==> config.mk <==
export PLATFORM = sky130hd
export DESIGN_NAME = mccpu_ctrl
export DESIGN_NICKNAME = d
export VERILOG_FILES = /design/src/rtl/mccpu_ctrl.sv
export SDC_FILE = /design/constraint.sdc
export NUM_CORES = 1
export LEC_CHECK = 0
export ABC_CLOCK_PERIOD_IN_PS = 7600
export CORE_MARGIN = 3
export CORE_UTILIZATION = 30
export CTS_CLUSTER_SIZE = 20
export DETAILED_ROUTE_END_ITERATION = 16
export GPL_TIMING_DRIVEN = 1
export PLACE_DENSITY = 0.76
export SYNTH_ARGS = -nofsm -noshare
export SYNTH_HDL_FRONTEND = slang
export SYNTH_SLANG_ARGS = --single-unit
export TNS_END_PERCENT = 10
==> constraint.sdc <==
create_clock -name clk -period 7.6 [get_ports clk]
set_input_delay 1.9 -clock clk [delete_from_list [all_inputs] [get_ports clk]]
set_output_delay 1.9 -clock clk [all_outputs]
set_load 0.01 [all_outputs]
==> src/rtl/mccpu_ctrl.sv <==
// mccpu_ctrl -- multi-cycle CPU control unit.
//
// Steps each instruction through IF/ID/EXE/MEM/WB and drives the shared
// datapath (PC/NPC, IR, register file, ALU, unified memory). Datapath select
// encodings match the single-cycle decoder, so alu/ext/npc/RF are reused.
//
// Parameters:
//   MEM_TIMEOUT  max MEM wait cycles before the access is abandoned (0 = never)
//   CNT_W        width of the MEM wait counter (2**CNT_W > MEM_TIMEOUT)
//
// Ports:
//   clk, rstn          clock (rising edge), asynchronous active-low reset
//   Op, Funct          IR[31:26], IR[5:0] from the latched IR
//   Zero               ALU zero flag
//   MemReady           memory done handshake, sampled only in MEM
//   PCWrite, IRWrite   PC / IR load enables
//   IorD               memory address select (0 = PC, 1 = ALUOut)
//   RegWrite           register file write enable
//   MemWrite, MemRead  memory write enable / read request
//   EXTOp              1 = sign-extend immediate
//   ALUOp              NOP 0, ADD 1, SUB 2, AND 3, OR 4, SLT 5, SLTU 6, SLL 7, NOR 8
//   NPCOp              PLUS4 00, BRANCH 01, JUMP 10
//   ALUSrcA            00 = rs, 01 = shamt, 10 = lui shift amount
//   ALUSrcB            1 = immediate
//   GPRSel             destination select (0 = rd, 1 = rt)
//   WDSel              write data select (0 = ALUOut, 1 = MDR)
//   MemErr             one-cycle pulse when a MEM access times out
//   State              current FSM state for debug
//   InstRet            retired instruction count
//
// Build option: define MCCTRL_INSTRET_EN to implement the InstRet counter;
// otherwise InstRet is tied to 0.

module mccpu_ctrl #(
    parameter int unsigned MEM_TIMEOUT = 16,
    parameter int unsigned CNT_W       = 5
) (
    input  logic        clk,
    input  logic        rstn,
    input  logic [5:0]  Op,
    input  logic [5:0]  Funct,
    input  logic        Zero,
    input  logic        MemReady,
    output logic        PCWrite,
    output logic        IRWrite,
    output logic        IorD,
    output logic        RegWrite,
    output logic        MemWrite,
    output logic        MemRead,
    output logic        EXTOp,
    output logic [3:0]  ALUOp,
    output logic [1:0]  NPCOp,
    output logic [1:0]  ALUSrcA,
    output logic        ALUSrcB,
    output logic        GPRSel,
    output logic        WDSel,
    output logic        MemErr,
    output logic [2:0]  State,
    output logic [31:0] InstRet
);

    typedef enum logic [2:0] {
        S_IF  = 3'd0,
        S_ID  = 3'd1,
        S_EXE = 3'd2,
        S_MEM = 3'd3,
        S_WB  = 3'd4
    } state_t;

    typedef enum logic [3:0] {
        ALU_NOP  = 4'd0,
        ALU_ADD  = 4'd1,
        ALU_SUB  = 4'd2,
        ALU_AND  = 4'd3,
        ALU_OR   = 4'd4,
        ALU_SLT  = 4'd5,
        ALU_SLTU = 4'd6,
        ALU_SLL  = 4'd7,
        ALU_NOR  = 4'd8
    } aluop_t;

    typedef enum logic [2:0] {
        CL_BAD,
        CL_ALU,
        CL_LW,
        CL_SW,
        CL_BEQ,
        CL_J
    } iclass_t;

    state_t             state_q, state_d;
    logic [CNT_W-1:0]   cnt_q, cnt_d;

    iclass_t            dec_cls;
    logic               dec_ext;
    aluop_t             dec_alu;
    logic [1:0]         dec_srca;
    logic               dec_srcb;
    logic               dec_gpr;
    logic               dec_wd;

    // Instruction decode, shared by every state from ID through WB.
    always_comb begin
        dec_cls  = CL_BAD;
        dec_ext  = 1'b0;
        dec_alu  = ALU_NOP;
        dec_srca = 2'b00;
        dec_srcb = 1'b0;
        dec_gpr  = 1'b0;
        dec_wd   = 1'b0;
        unique case (Op)
            6'b000000: begin
                dec_cls = CL_ALU;
                unique case (Funct)
                    6'b100000, 6'b100001: dec_alu = ALU_ADD;
                    6'b100010, 6'b100011: dec_alu = ALU_SUB;
                    6'b100100:            dec_alu = ALU_AND;
                    6'b100101:            dec_alu = ALU_OR;
                    6'b100111:            dec_alu = ALU_NOR;
                    6'b101010:            dec_alu = ALU_SLT;
                    6'b101011:            dec_alu = ALU_SLTU;
                    6'b000000: begin
                        dec_alu  = ALU_SLL;
                        dec_srca = 2'b01;
                    end
                    default:              dec_cls = CL_BAD;
                endcase
            end
            6'b001000: begin // addi
                dec_cls = CL_ALU; dec_ext = 1'b1; dec_alu = ALU_ADD;
                dec_srcb = 1'b1;  dec_gpr = 1'b1;
            end
            6'b001101: begin // ori
                dec_cls = CL_ALU; dec_alu = ALU_OR;
                dec_srcb = 1'b1;  dec_gpr = 1'b1;
            end
            6'b001010: begin // slti
                dec_cls = CL_ALU; dec_ext = 1'b1; dec_alu = ALU_SLT;
                dec_srcb = 1'b1;  dec_gpr = 1'b1;
            end
            6'b001111: begin // lui: zero-extended imm on B shifted left by 16 from A
                dec_cls = CL_ALU; dec_alu = ALU_SLL; dec_srca = 2'b10;
                dec_srcb = 1'b1;  dec_gpr = 1'b1;
            end
            6'b100011: begin // lw
                dec_cls = CL_LW; dec_ext = 1'b1; dec_alu = ALU_ADD;
                dec_srcb = 1'b1; dec_gpr = 1'b1; dec_wd = 1'b1;
            end
            6'b101011: begin // sw
                dec_cls = CL_SW; dec_ext = 1'b1; dec_alu = ALU_ADD;
                dec_srcb = 1'b1;
            end
            6'b000100: begin // beq
                dec_cls = CL_BEQ; dec_ext = 1'b1; dec_alu = ALU_SUB;
            end
            6'b000010: dec_cls = CL_J;
            default:   dec_cls = CL_BAD;
        endcase
    end

    always_ff @(posedge clk or negedge rstn) begin
        if (!rstn) begin
            state_q <= S_IF;
            cnt_q   <= '0;
        end else begin
            state_q <= state_d;
            cnt_q   <= cnt_d;
        end
    end

    // Next state and outputs. Everything is gated by rstn so the datapath
    // sees no enable while reset is held, even though the state sits in IF.
    always_comb begin
        state_d  = state_q;
        cnt_d    = '0;
        PCWrite  = 1'b0;
        IRWrite  = 1'b0;
        IorD     = 1'b0;
        RegWrite = 1'b0;
        MemWrite = 1'b0;
        MemRead  = 1'b0;
        EXTOp    = 1'b0;
        ALUOp    = ALU_NOP;
        NPCOp    = 2'b00;
        ALUSrcA  = 2'b00;
        ALUSrcB  = 1'b0;
        GPRSel   = 1'b0;
        WDSel    = 1'b0;
        MemErr   = 1'b0;

        if (rstn) begin
            if (state_q inside {S_ID, S_EXE, S_MEM, S_WB}) begin
                EXTOp   = dec_ext;
                ALUOp   = dec_alu;
                ALUSrcA = dec_srca;
                ALUSrcB = dec_srcb;
                GPRSel  = dec_gpr;
                WDSel   = dec_wd;
            end

            case (state_q)
                S_IF: begin
                    MemRead = 1'b1;
                    IRWrite = 1'b1;
                    PCWrite = 1'b1;
                    state_d = S_ID;
                end
                S_ID: begin
                    if (dec_cls == CL_J) begin
                        PCWrite = 1'b1;
                        NPCOp   = 2'b10;
                        state_d = S_IF;
                    end else if (dec_cls == CL_BAD) begin
                        state_d = S_IF;
                    end else begin
                        state_d = S_EXE;
                    end
                end
                S_EXE: begin
                    unique case (dec_cls)
                        CL_BEQ: begin
                            PCWrite = Zero;
                            NPCOp   = 2'b01;
                            state_d = S_IF;
                        end
                        CL_LW, CL_SW: state_d = S_MEM;
                        CL_ALU:       state_d = S_WB;
                        default:      state_d = S_IF;
                    endcase
                end
                S_MEM: begin
                    IorD     = 1'b1;
                    MemRead  = (dec_cls == CL_LW);
                    MemWrite = (dec_cls == CL_SW);
                    // MemReady is checked before the timeout so a late
                    // completion on the final allowed cycle still succeeds.
                    if (MemReady) begin
                        state_d = (dec_cls == CL_LW) ? S_WB : S_IF;
                    end else if (MEM_TIMEOUT != 0 && cnt_q == CNT_W'(MEM_TIMEOUT)) begin
                        MemErr  = 1'b1;
                        state_d = S_IF;
                    end else begin
                        cnt_d   = cnt_q + 1'b1;
                    end
                end
                S_WB: begin
                    RegWrite = 1'b1;
                    state_d  = S_IF;
                end
                default: begin
                    EXTOp   = 1'b0;
                    ALUOp   = ALU_NOP;
                    ALUSrcA = 2'b00;
                    ALUSrcB = 1'b0;
                    GPRSel  = 1'b0;
                    WDSel   = 1'b0;
                    state_d = S_IF;
                end
            endcase
        end
    end

    assign State = state_q;

`ifdef MCCTRL_INSTRET_EN
    logic        retire;
    logic [31:0] instret_q;

    // Last cycle of each completed sequence; aborts never reach these terms.
    always_comb begin
        retire = ((state_q == S_ID)  && (dec_cls == CL_J))
              || ((state_q == S_EXE) && (dec_cls == CL_BEQ))
              || ((state_q == S_MEM) && (dec_cls == CL_SW) && MemReady)
              ||  (state_q == S_WB);
    end

    always_ff @(posedge clk or negedge rstn) begin
        if (!rstn) begin
            instret_q <= '0;
        end else if (retire) begin
            instret_q <= instret_q + 32'd1;
        end
    end

    assign InstRet = instret_q;
`else
    assign InstRet = '0;
`endif

endmodule

Yosys cells after proc, flatten, opt, wreduce, memory -nomap -nowiden

Index checks and enable logic that the tools add are counted.

Register bits after elaboration: 8
Bits of input ports: 16
Output and inout bits: 54
Word-level logic and storage cells: 108

Add/sub/neg operators: 1
Equal/unequal tests: 28
Muxes and demuxes: 61
Reductions and logical operators: 16

Operators with widths:

| cell                 | number |
|---|---|
| $eq A6 B6 Y1 const B | 11 |
| $mux W1              | 35 |
| $pmux W4 S8          | 1 |
| $eq A6 B4 Y1 const B | 4 |
| $pmux W4 S6          | 1 |
| $mux W5              | 4 |
| $pmux W3 S6          | 1 |
| $reduce_or A5 Y1     | 3 |
| $mux W2              | 7 |
| $eq A3 B2 Y1 const B | 4 |
| $logic_not A6 Y1     | 2 |
| $mux W4              | 3 |
| $pmux W3 S4          | 1 |
| $reduce_or A10 Y1    | 1 |
| $eq A3 B3 Y1 const B | 3 |
| $mux W3              | 3 |
| $pmux W2 S2          | 2 |
| $eq A3 B1 Y1 const B | 2 |
| $eq A6 B2 Y1 const B | 1 |
| $eq A6 B3 Y1 const B | 1 |
| $logic_not A3 Y1     | 2 |
| $pmux W3 S2          | 1 |
| $reduce_or A2 Y1     | 3 |
| $reduce_or A6 Y1     | 1 |
| other kinds (9)      | 9 |

Logic depth before layout (Yosys ltp)

Depth after elaboration: 8
Mapped depth: 7
Depth with buffers taken out: 6

Worst setup path after synthesis

OpenSTA, ideal clock, no wires.

Kind: input to output
From: input Op[5]
To: output PCWrite
Arrival time: 3,290 ps
Required time: 5,700 ps
Path slack: 2,410 ps
Stages on the path: 6
Path buffers: 1
Cells stage by stage: buf_2 > or4_4 > nor4_4 > a32oi_2 > and4_4 > a22o_1

Cells in the longest elaborated chain, start to end: 7
Elaborated cells between the ends (all ways): 17
Classes of those cells: eq/ne (10); mux (5); reduce/logical (2)

Ends and longest elaborated chain:

| what                            | RTL line | RTL |
|---|---|---|
| from (decl)                     | 40       | `input logic [5:0] Op,` |
| $eq A6 B4 Y1                    | 111      | `unique case (Op)` |
| $reduce_or A4 Y1 (no line)      | --       |  |
| $pmux W3 S6 (*)                 | 111      |  |
| $eq A3 B3 Y1 (on tied branches) | 220, 209 |  |
| $mux W1 (on tied branches)      | 220, 209 |  |
| $pmux W1 S3 (*)                 | 201      | `case (state_q)` |
| $mux W1 (*)                     | 191      | `if (rstn) begin` |
| to (decl)                       | 44       | `output logic PCWrite,` |

Mark *: on every way between the ends. The rest lies on a longest branch, timed or not.

Final worst setup path

From: input Op[0]
To: output PCWrite

Same word-level chain as after synthesis.

==> results.cfg <==
[run_status]
run_status = finished, final reports clean

[sta]
fin_crit_ns = 6.46
slew_viol_final = 0
post-route-period-util_pct = 85.0
timing.fmax_mhz = 155
rsz0062_at_grt = no
hold_viol_final = 0
worst_hold_slack_ns = 0.495
fin_worst_skew_ns = 0.00171
setup_viol = 0
relSlewSlack_pct = 65.9
tightest_slew_ns = 0.510
fin_setup_tns_ns = 0

[floorplan]
placementRows = 22
core-area_um2 = 3850
initial_core_util_pct = 32.8
ios = 70
die_area_um2 = 5030
die_x_um = 70.9
die_h_um = 70.9

[detailed_routing]
routed_wl_um = 3060
vias = 1230
viasPerCell = 4.79
wire_per_inst_um = 11.9
drt_iter0_markers = 115
ant_nets = 0
drcViolationCount = 0
drt_first_pass_iters = 6

[final_layout]
final_core_util_pct = 40.9
drive_above_1_share_pct = 6.22
syn_to_final_growth_pct = 24.7
antenna_cells = 0
fin_area_um2 = 1580
final_nets = 229

[clocking]
clock-sinks = 8
clkSlewWorstSetupHoldPaths_ns = 0.04
cts_root_buf = clkbuf_8
clockBufferDepth = 2
cts.repair.resized = 0
htree_num_levels = 1
cts_tree = yes
cts_buffers = 3
cts_hold_buf = 0
clock_latency_ns = 0.23
cts_setup_buffers = 0

[yosys]
synth_edf_count = 0
synth.avg_cell_area_um2 = 7.07
synth-main-ff-cell = dfrtp_1
yosys_warnings = 0
synth_cell_types = 44
postSynth.asyncResetShare_pct = 100
syn_inst = 179
syn-cell-area_um2 = 1260
synth-seq-area-share_pct = 15.8
ys_ff_latch = 8

[job]
maxCapViolations = 0

[worst_setup_path]
worst_path_max_delay_cell = or4_4
end_kind = output port
worstPathCellList = clkdlybuf4s50_1 > or4_4 > nor4_4 > a32oi_2 > and4_4 > a22o_1 > clkdlybuf4s50_1
cp-start-kind = primary input
path_max_fanout = 15
cp_common_cell = clkdlybuf4s50_1
cp_data_arrival_time_ns = 4.56
slowest_delay_ns = 0.66
critPathRequiredTime_ns = 5.70
crit_type = in -> out

[global_routing]
grt.overflow.total = 0
grt_pass1_vias = 1017
antenna_found_initial = 0
grt_pass1_wl_um = 4860
grt_start_max_net_pins = 16
track_usage_pct = 11.7

[placed_design]
gp_congestion = 0.799
dp_hpwl_um = 2440
place_area_um2 = 1540
port_buffers = 37

[pwr]
p_leak_nw = 0.654
powerDensity_nw_per_um2 = 105
irDropWorstVdd_uv = 44.8

[hold_path]
hold_class = reg -> reg
[per-layer routing]
metal / wire length, µm / global-route usage (%)
met1: 1290 / 14.6
met2: 1520 / 20.2
met3: 188 / 1.42
met4: 63 / 5.22
met5: 0 / 0
[metrics by stage]
stage / std cells / worst slack (ns) / total power, W
final: 257 / 1.14 / 0.000165
after global routing: 257 / 0.996 / 0.000177
after CTS: 257 / 1.14 / 0.000165
after detailed placement: 254 / 1.13 / 0.000113
after global placement: 254 / 1.22 / 0.000113
after floorplan: 210 / 2.41 / 0.0000999
[final timing paths]
check | startpoint | to | slack (ns) | cells after the start
max | Op[0] | PCWrite | 1.14 | 7
min | cnt_q[0] | cnt_q[0] | 0.50 | 1
max reg2reg | cnt_q[0] | State[2] | 6.16 | 6
min reg2reg | cnt_q[0] | cnt_q[0] | 0.50 | 1
max in group asynchronous | rstn | State[1] | 5.29 | 2
min in group asynchronous | rstn | cnt_q[1] | 2.18 | 2
[state kept, by name, summed over array words and instances, names as in the netlist]
signal  cells
cnt_q       5
State       3
[Yosys cell counts (3+ instances only)]
cell	count	area (µm²)
or3_1	3	18.8
nand2_1	12	45.0
buf_4	32	240
o21ai_0	7	35.0
dfrtp_1	8	200
xnor2_1	3	26.3
or2_2	4	25.0
buf_2	4	20.0
inv_1	7	26.3
nor2_1	21	78.8
a21oi_1	7	35.0
and3_1	3	18.8
nand2b_1	7	43.8
nand3_1	11	55.1
clkbuf_1	6	22.5
nor3_1	9	45.0
[cell usage in the layout (no fill, tap or decap), drive strengths merged, types with 2 or more instances in the layout]
cell,n
conb,32
nand3,11
dfrtp,8
ha,2
xor2,2
nor2b,2
nor2,21
inv,7
nand3b,2
nand2,12
o21ai,7
or2,4
nor4,2
a32oi,2
xnor2,3
clkdlybuf4s50,37
clkbuf,3
or3,3
and3b,2
nand2b,7
nor3,9
o32a,2
a21oi,7
and3,3
a221o,2
[worst max-delay path: cells and delay by family]
kind | cells | cell delay [ns]
AO/OA/AOI/OAI | 2 | 0.39
buffers and inverters | 2 | 1.11
AND/OR/NAND/NOR | 3 | 1.15
[report_power, final]
group	internal, W	switching, W
Clock	0.0000343	0.0000168
Sequential	0.0000445	0.00000547
Combinational	0.0000285	0.0000356
Total	0.000107	0.0000578
[logic make-up (layout without fill, tap and decap cells)]
logic type	after synthesis	after routing	synth area share (%)
buffers and inverters	49	48	24.4
flip-flops	8	8	15.8
AND/OR/NAND/NOR	84	84	36.5
adder cells (fa/ha/maj)	3	3	2.77
AO/OA/AOI/OAI	29	29	16.7
XOR/XNOR	5	5	3.46
other	1	32	0.296
[cell type report]
class | count | area (µm²)
fill | 406 | 2280
multi-input combinational | 153 | 872
timing repair buffer | 38 | 378
sequential | 8 | 200
tap | 48 | 60.1
clock buffer | 3 | 41.3
inverter | 7 | 26.3
(Power assumes the default switching activity.)
